===== config.mk =====
export PLATFORM = sky130hd
export DESIGN_NAME = preg_free_list_flat
export DESIGN_NICKNAME = d
export VERILOG_FILES = /design/src/rtl/preg_free_list_if.sv /design/src/rtl/preg_free_list.sv /design/src/flat_wrapper.sv
export SDC_FILE = /design/constraint.sdc
export NUM_CORES = 1
export LEC_CHECK = 0
export BUFFER_PORTS_ARGS = -buffer_cell sky130_fd_sc_hd__buf_2
export CAP_MARGIN = 10
export CORE_MARGIN = 2
export CORE_UTILIZATION = 40
export CTS_BUF_LIST = sky130_fd_sc_hd__clkbuf_4 sky130_fd_sc_hd__clkbuf_8 sky130_fd_sc_hd__clkbuf_16
export CTS_CLUSTER_SIZE = 8
export DETAILED_ROUTE_END_ITERATION = 10
export GPL_ROUTABILITY_DRIVEN = 1
export PLACE_DENSITY = 0.67
export SLEW_MARGIN = 10
export SYNTH_ARGS = -nofsm -noshare
export SYNTH_HDL_FRONTEND = slang
export SYNTH_SLANG_ARGS = --single-unit

===== constraint.sdc =====
create_clock -name clk -period 4.9 [get_ports clk]
set_input_delay 0.98 -clock clk [delete_from_list [all_inputs] [get_ports clk]]
set_output_delay 0.98 -clock clk [all_outputs]
set_load 0.02 [all_outputs]

===== src/rtl/preg_free_list_if.sv =====
// Rename/commit-facing bundle of the physical register free list.
// The rename/commit side uses the master modport; the free list uses slave.
interface preg_free_list_if #(
  parameter int unsigned PREG_NUM     = 64,
  parameter int unsigned AREG_NUM     = 32,
  parameter int unsigned FETCH_WIDTH  = 2,
  parameter int unsigned COMMIT_WIDTH = 2
);
  localparam int unsigned PW    = $clog2(PREG_NUM);
  localparam int unsigned DEPTH = PREG_NUM - AREG_NUM;
  localparam int unsigned CW    = $clog2(DEPTH) + 1;

  logic [FETCH_WIDTH-1:0]     alloc_req;
  logic                       alloc_en;
  logic                       alloc_ready;
  logic [FETCH_WIDTH*PW-1:0]  alloc_id;
  logic [COMMIT_WIDTH-1:0]    free_valid;
  logic [COMMIT_WIDTH*PW-1:0] free_id;
  logic [COMMIT_WIDTH-1:0]    commit_alloc;
  logic                       flush;
  logic [CW-1:0]              free_count;
  logic                       overflow;

  modport master (
    output alloc_req, alloc_en, free_valid, free_id, commit_alloc, flush,
    input  alloc_ready, alloc_id, free_count, overflow
  );

  modport slave (
    input  alloc_req, alloc_en, free_valid, free_id, commit_alloc, flush,
    output alloc_ready, alloc_id, free_count, overflow
  );
endinterface


===== src/rtl/preg_free_list.sv =====
// Circular free list of physical register ids: rename pops from head, commit pushes at tail,
// and a committed head (chead) lets a flush return all speculative allocations in one cycle.
module preg_free_list #(
  parameter int unsigned PREG_NUM     = 64,
  parameter int unsigned AREG_NUM     = 32,
  parameter int unsigned FETCH_WIDTH  = 2,
  parameter int unsigned COMMIT_WIDTH = 2
) (
  input logic              clk,
  input logic              resetn,
  preg_free_list_if.slave  fl
);
  localparam int unsigned PW    = $clog2(PREG_NUM);
  localparam int unsigned DEPTH = PREG_NUM - AREG_NUM;
  localparam int unsigned IW    = $clog2(DEPTH);
  localparam int unsigned PTRW  = IW + 1;

  logic [PW-1:0]   mem [DEPTH];
  logic [PTRW-1:0] head, chead, tail;
  logic            overflow_q;

  logic [PTRW-1:0] count, n_a, n_a_eff, n_f, n_c;
  logic [PTRW-1:0] head_next, chead_next, tail_next;
  logic [IW-1:0]   rd_idx [FETCH_WIDTH];
  logic [IW-1:0]   wr_idx [COMMIT_WIDTH];
  logic [FETCH_WIDTH*PW-1:0] alloc_id_w;
  logic            ready, do_alloc, ovf_now;

  // Readiness depends only on registered pointers, never on alloc_req.
  assign count = tail - head;
  assign ready = (count >= PTRW'(FETCH_WIDTH));

  always_comb begin
    n_a = '0;
    for (int unsigned i = 0; i < FETCH_WIDTH; i++) begin
      rd_idx[i] = IW'(head + n_a);
      if (fl.alloc_req[i]) n_a = n_a + PTRW'(1);
    end
    alloc_id_w = '0;
    for (int unsigned i = 0; i < FETCH_WIDTH; i++) begin
      alloc_id_w[i*PW +: PW] = mem[rd_idx[i]];
    end
  end

  // Valid frees are compacted into consecutive slots starting at tail.
  always_comb begin
    n_f = '0;
    for (int unsigned j = 0; j < COMMIT_WIDTH; j++) begin
      wr_idx[j] = IW'(tail + n_f);
      if (fl.free_valid[j]) n_f = n_f + PTRW'(1);
    end
    n_c = '0;
    for (int unsigned j = 0; j < COMMIT_WIDTH; j++) begin
      if (fl.commit_alloc[j]) n_c = n_c + PTRW'(1);
    end
  end

  always_comb begin
    do_alloc   = fl.alloc_en & ready & ~fl.flush;
    n_a_eff    = do_alloc ? n_a : '0;
    chead_next = chead + n_c;
    tail_next  = tail + n_f;
    head_next  = fl.flush ? chead_next : head + n_a_eff;
    ovf_now    = ((tail_next - head_next) > PTRW'(DEPTH)) || (n_c > (tail_next - chead));
  end

  always_ff @(posedge clk or negedge resetn) begin
    if (!resetn) begin
      for (int unsigned k = 0; k < DEPTH; k++) mem[k] <= PW'(AREG_NUM + k);
      head       <= '0;
      chead      <= '0;
      tail       <= PTRW'(DEPTH);
      overflow_q <= 1'b0;
    end else begin
      for (int unsigned j = 0; j < COMMIT_WIDTH; j++) begin
        if (fl.free_valid[j]) mem[wr_idx[j]] <= fl.free_id[j*PW +: PW];
      end
      head       <= head_next;
      chead      <= chead_next;
      tail       <= tail_next;
      overflow_q <= overflow_q | ovf_now;
    end
  end

  assign fl.alloc_ready = ready;
  assign fl.alloc_id    = alloc_id_w;
  assign fl.free_count  = count;
  assign fl.overflow    = overflow_q;
endmodule

===== src/flat_wrapper.sv =====
// flat-port wrapper written by rule: the top's interface ports become plain ports
module preg_free_list_flat 
#(
  parameter int unsigned PREG_NUM     = 64,
  parameter int unsigned AREG_NUM     = 32,
  parameter int unsigned FETCH_WIDTH  = 2,
  parameter int unsigned COMMIT_WIDTH = 2
)
  (clk, resetn, fl_alloc_req, fl_alloc_en, fl_free_valid, fl_free_id, fl_commit_alloc, fl_flush, fl_alloc_ready, fl_alloc_id, fl_free_count, fl_overflow);
  preg_free_list_if #(.PREG_NUM(PREG_NUM), .AREG_NUM(AREG_NUM), .FETCH_WIDTH(FETCH_WIDTH), .COMMIT_WIDTH(COMMIT_WIDTH)) fl_i ();
  input logic clk;
  input logic resetn;
  input wire logic [$bits(fl_i.alloc_req)-1:0] fl_alloc_req;
  input wire logic [$bits(fl_i.alloc_en)-1:0] fl_alloc_en;
  input wire logic [$bits(fl_i.free_valid)-1:0] fl_free_valid;
  input wire logic [$bits(fl_i.free_id)-1:0] fl_free_id;
  input wire logic [$bits(fl_i.commit_alloc)-1:0] fl_commit_alloc;
  input wire logic [$bits(fl_i.flush)-1:0] fl_flush;
  output wire logic [$bits(fl_i.alloc_ready)-1:0] fl_alloc_ready;
  output wire logic [$bits(fl_i.alloc_id)-1:0] fl_alloc_id;
  output wire logic [$bits(fl_i.free_count)-1:0] fl_free_count;
  output wire logic [$bits(fl_i.overflow)-1:0] fl_overflow;
  assign fl_i.alloc_req = fl_alloc_req;
  assign fl_i.alloc_en = fl_alloc_en;
  assign fl_i.free_valid = fl_free_valid;
  assign fl_i.free_id = fl_free_id;
  assign fl_i.commit_alloc = fl_commit_alloc;
  assign fl_i.flush = fl_flush;
  assign fl_alloc_ready = fl_i.alloc_ready;
  assign fl_alloc_id = fl_i.alloc_id;
  assign fl_free_count = fl_i.free_count;
  assign fl_overflow = fl_i.overflow;
  preg_free_list #(.PREG_NUM(PREG_NUM), .AREG_NUM(AREG_NUM), .FETCH_WIDTH(FETCH_WIDTH), .COMMIT_WIDTH(COMMIT_WIDTH)) u_core (.clk(clk), .resetn(resetn), .fl(fl_i));
endmodule

==> summary.txt <==
Pwr
  • Total power per unit cell area: 818 nW/um^2
  • Highest ir drop seen on vdd: 0.757 mV
  • P_int: 7.67 mW
  • Leakage: 6.45 nW
  • Sw Ratio: 40.7%
  • Share of power burned in registers: 28.7%
  • Clock share of power: 15.8%
  • Logic pwr share: 55.5%
  • Net switching power: 5.27 mW

CTS
  • Post-CTS Resized: 0
  • H-tree levels: 1
  • Clock root cell: clkbuf_16
  • Total setup buffers inserted after CTS: 0
  • Max clock buf depth: 3
  • TritonCTS clock tree: yes
  • CTS buffer count: 30
  • Post-CTS Hold Buffers: 0
  • Clk slew on worst S/H paths: 0.06 ns
  • Clock tree sinks: 211
  • Clock latency on the worst-skew pair: 0.56 ns

Detailed routing
  • Wirelength per Cell: 23.7 um
  • Routed wire length: 42,200 um
  • Residual DRC: 0
  • Routed via count: 10.8k
  • Initial DRC count: 1,305
  • Drt first pass iters: 6
  • Final ANT Viol Nets: 0
  • Vias/cell: 6.10

Critical path
  • Slowest CP cell: buf_4
  • Max FO, Critical Path: 51
  • Worst Path Arrival: 3.75 ns
  • Crit end category: output pin
  • CP Launch Type: flip-flop
  • CP Cell Sequence: buf_4, ha_2, buf_12, mux4_2, mux4_2, mux2_2, buf_2
  • Crit path buf inv count: 3
  • Most frequent CP cell: mux4_2
  • Max incr delay on CP: 0.63 ns
  • CP top delay family: multiplexers
  • Critical path required time: 3.92 ns
  • Crit Path Class: flip-flop to output pin

Placed design
  • IO Port Bufs: 41
  • DP Area: 14,900 sq um
  • GP Congestion: 0.886
  • HPWL after DPL: 28,900 um
  • Setup WS pre-CTS: 0.347 ns

Yosys
  • Seq/Total Area, Yosys: 37.9%
  • Ys Warns: 0
  • Synth top cells by count: 170 x mux2i_1, 135 x nand2_1, 133 x nor2_1
  • Post-synth EDFFs: 0
  • Top-area cell type share of the netlist area: 20.8%
  • Post-Syn Nets: 1,362
  • Count leader, synth: mux2i_1
  • Avg Cell Area, Syn: 11.0 sq um
  • Yosys cell types: 55
  • Async SR Flop Fraction: 100%
  • Synth Register Bits: 211
  • Yosys top cell by area: dfstp_2
  • Main synth FF type: dfstp_2
  • Synth top area cells: dfstp_2 21%, mux4_2 19%, dfrtp_1 17%, mux2i_1 12%, nand2_1 3.5%
  • Synthesized instance count: 1,304
  • Mapped cell area: 14,300 sq um

Timing
  • Min Clock Period, post-route: 4.73 ns
  • Fin worst setup slack: 0.167 ns
  • RSZ-0062 raised after global routing: false
  • Clk_skew: 0.0111 ns
  • Final TNS setup: 0 ns
  • Final hold violations: 0
  • Period utilization: 96.6%
  • Slew Viols, Final: 0
  • Worst-margin pin slew: 1.11 ns
  • # setup viols final: 0
  • Rel. slew slack: 26.3%
  • Max Fclk: 211 MHz

Floorplanning
  • Core area: 35,400 sq um
  • IO Pins: 42
  • Die Area: 37,300 sq um
  • Die Y: 193 um
  • Row cnt: 69
  • Die Wd: 193 um
  • Initial Util: 40.4%

Finish
  • Layout Utilization: 44.7%
  • P&R area growth vs syn: 10.6%
  • Diodes inserted: 0
  • FILL cells: 3,207
  • Sequential Area: 5430 sq um
  • Area of the multi-input gates: 8350 sq um
  • Layout cells sized above 1: 29.8%
  • Fin nets: 1,353
  • Finished layout cell area: 15,800 sq um

GRT
  • Total GRT Usage: 22.9%
  • First-pass GRT wire length: 64,600 um
  • Number of global-route vias before repair: 10.2k
  • Total grt overflow: 0
  • Antenna violations before repair: 1
  • Largest net degree at the start of global routing: 127

Flow run
  • Max-cap viol count: 0

Hold path
  • Hold Crit Class: flip-flop to flip-flop

Outcome
  • Status: finished clean
-- area by class of cell --
class | count | share of cell area, %
multi-input combinational | 958 | 52.8
inverter | 32 | 0.759
clock inverter | 2 | 0.134
sequential | 211 | 34.3
tap | 461 | 3.65
clock buffer | 52 | 5.79
timing repair buffer | 62 | 2.59
-- layout by cell type (no fill, tap or decap), types with 25 or more instances in the layout --
master	netlist	routed
ha_1	30	28
o21ai_1	84	84
dfstp_2	113	113
mux2_1	25	25
nand2_1	135	135
dfrtp_1	98	96
inv_1	27	27
mux2_2	31	31
mux4_2	120	120
a21oi_1	98	98
mux2i_1	170	170
nor2_1	133	133
buf_2	15	40
clkbuf_16	0	30
-- path summary, 6_finish.rpt --
| check | from | to | slack [ns] | cells after the start |
|---|---|---|---|---|
| min | u_core.fl.overflow$_DFF_PN0_ | u_core.fl.overflow$_DFF_PN0_ | 0.50 | 2 |
| min reg2reg | u_core.fl.overflow$_DFF_PN0_ | u_core.fl.overflow$_DFF_PN0_ | 0.50 | 2 |
| max reg2reg | u_core.tail[0]$_DFF_PN0_ | u_core.fl.overflow$_DFF_PN0_ | 0.32 | 21 |
| min in group asynchronous | resetn | u_core.chead[0]$_DFF_PN0_ | 0.55 | 1 |
| max in group asynchronous | resetn | u_core.mem[52]$_DFF_PN1_ | 3.21 | 2 |
| max | u_core.head[1]$_DFF_PN0_ | fl_alloc_id[10] | 0.17 | 7 |
-- routing by layer --
metal | up-vias | wire length [um] | share of wire [%] | track usage [%]
met2 | 621 | 18200 | 43 | 33.7
met5 | - | 0 | 0 | 0
li1 | 4737 | - | - | -
met3 | 76 | 4550 | 11 | 4.27
met1 | 5411 | 18100 | 43 | 34.4
met4 | 0 | 1250 | 3.0 | 6.91
-- logic make-up (layout without fill, tap and decap cells) --
family / count (synthesis) / after routing / synth area share (%)
AO/OA/AOI/OAI: 217 / 217 / 8.11
buffers and inverters: 135 / 148 / 3.86
AND/OR/NAND/NOR: 340 / 340 / 10.2
flip-flops: 211 / 211 / 37.9
XOR/XNOR: 19 / 19 / 1.26
adder cells (fa/ha/maj): 36 / 36 / 3.46
multiplexers: 346 / 346 / 35.2
-- power groups by stage --
stage / Clock (mW) / Sequential [mW] / Combinational, mW
2_1_floorplan: 0 / 3.31 / 5.36
3_3_place_gp: 0 / 3.65 / 6.96
3_5_place_dp: 0 / 3.67 / 7.11
4_1_cts: 2.08 / 3.66 / 7.13
5_1_grt: 2.15 / 3.79 / 7.70
6_report: 2.05 / 3.71 / 7.18
-- worst reg2reg max path: stages, from the launching register on --
cell	delay [ns]
dfrtp_1	0.45
inv_2	0.13
ha_1	0.17
inv_1	0.05
fa_1	0.39
a21oi_1	0.16
nor2_1	0.06
nor2_1	0.11
xnor2_1	0.09
or4b_4	0.53
and4b_1	0.20
ha_1	0.19
inv_1	0.08
fa_1	0.41
mux2_2	0.28
ha_1	0.27
nor2b_1	0.12
o21ai_1	0.10
and2_1	0.18
o31ai_1	0.26
nand2b_1	0.15
o211ai_1	0.08
-- registers in the layout, summed over array words and instances, names as in the netlist --
name,count
u_core.mem,192
u_core.chead,6
u_core.head,6
u_core.tail,6
u_core.fl.overflow,1
-- through the flow --
stage	cells	power [mW]	hold WS, ns
floorplan	1304	8.67	0.487
global placement	1724	10.6	0.498
detailed placement	1724	10.8	0.500
CTS	1778	12.9	0.513
global route	1778	13.6	0.528
finish	1778	12.9	0.504
Note: power is estimated with default switching activity, not from simulation.
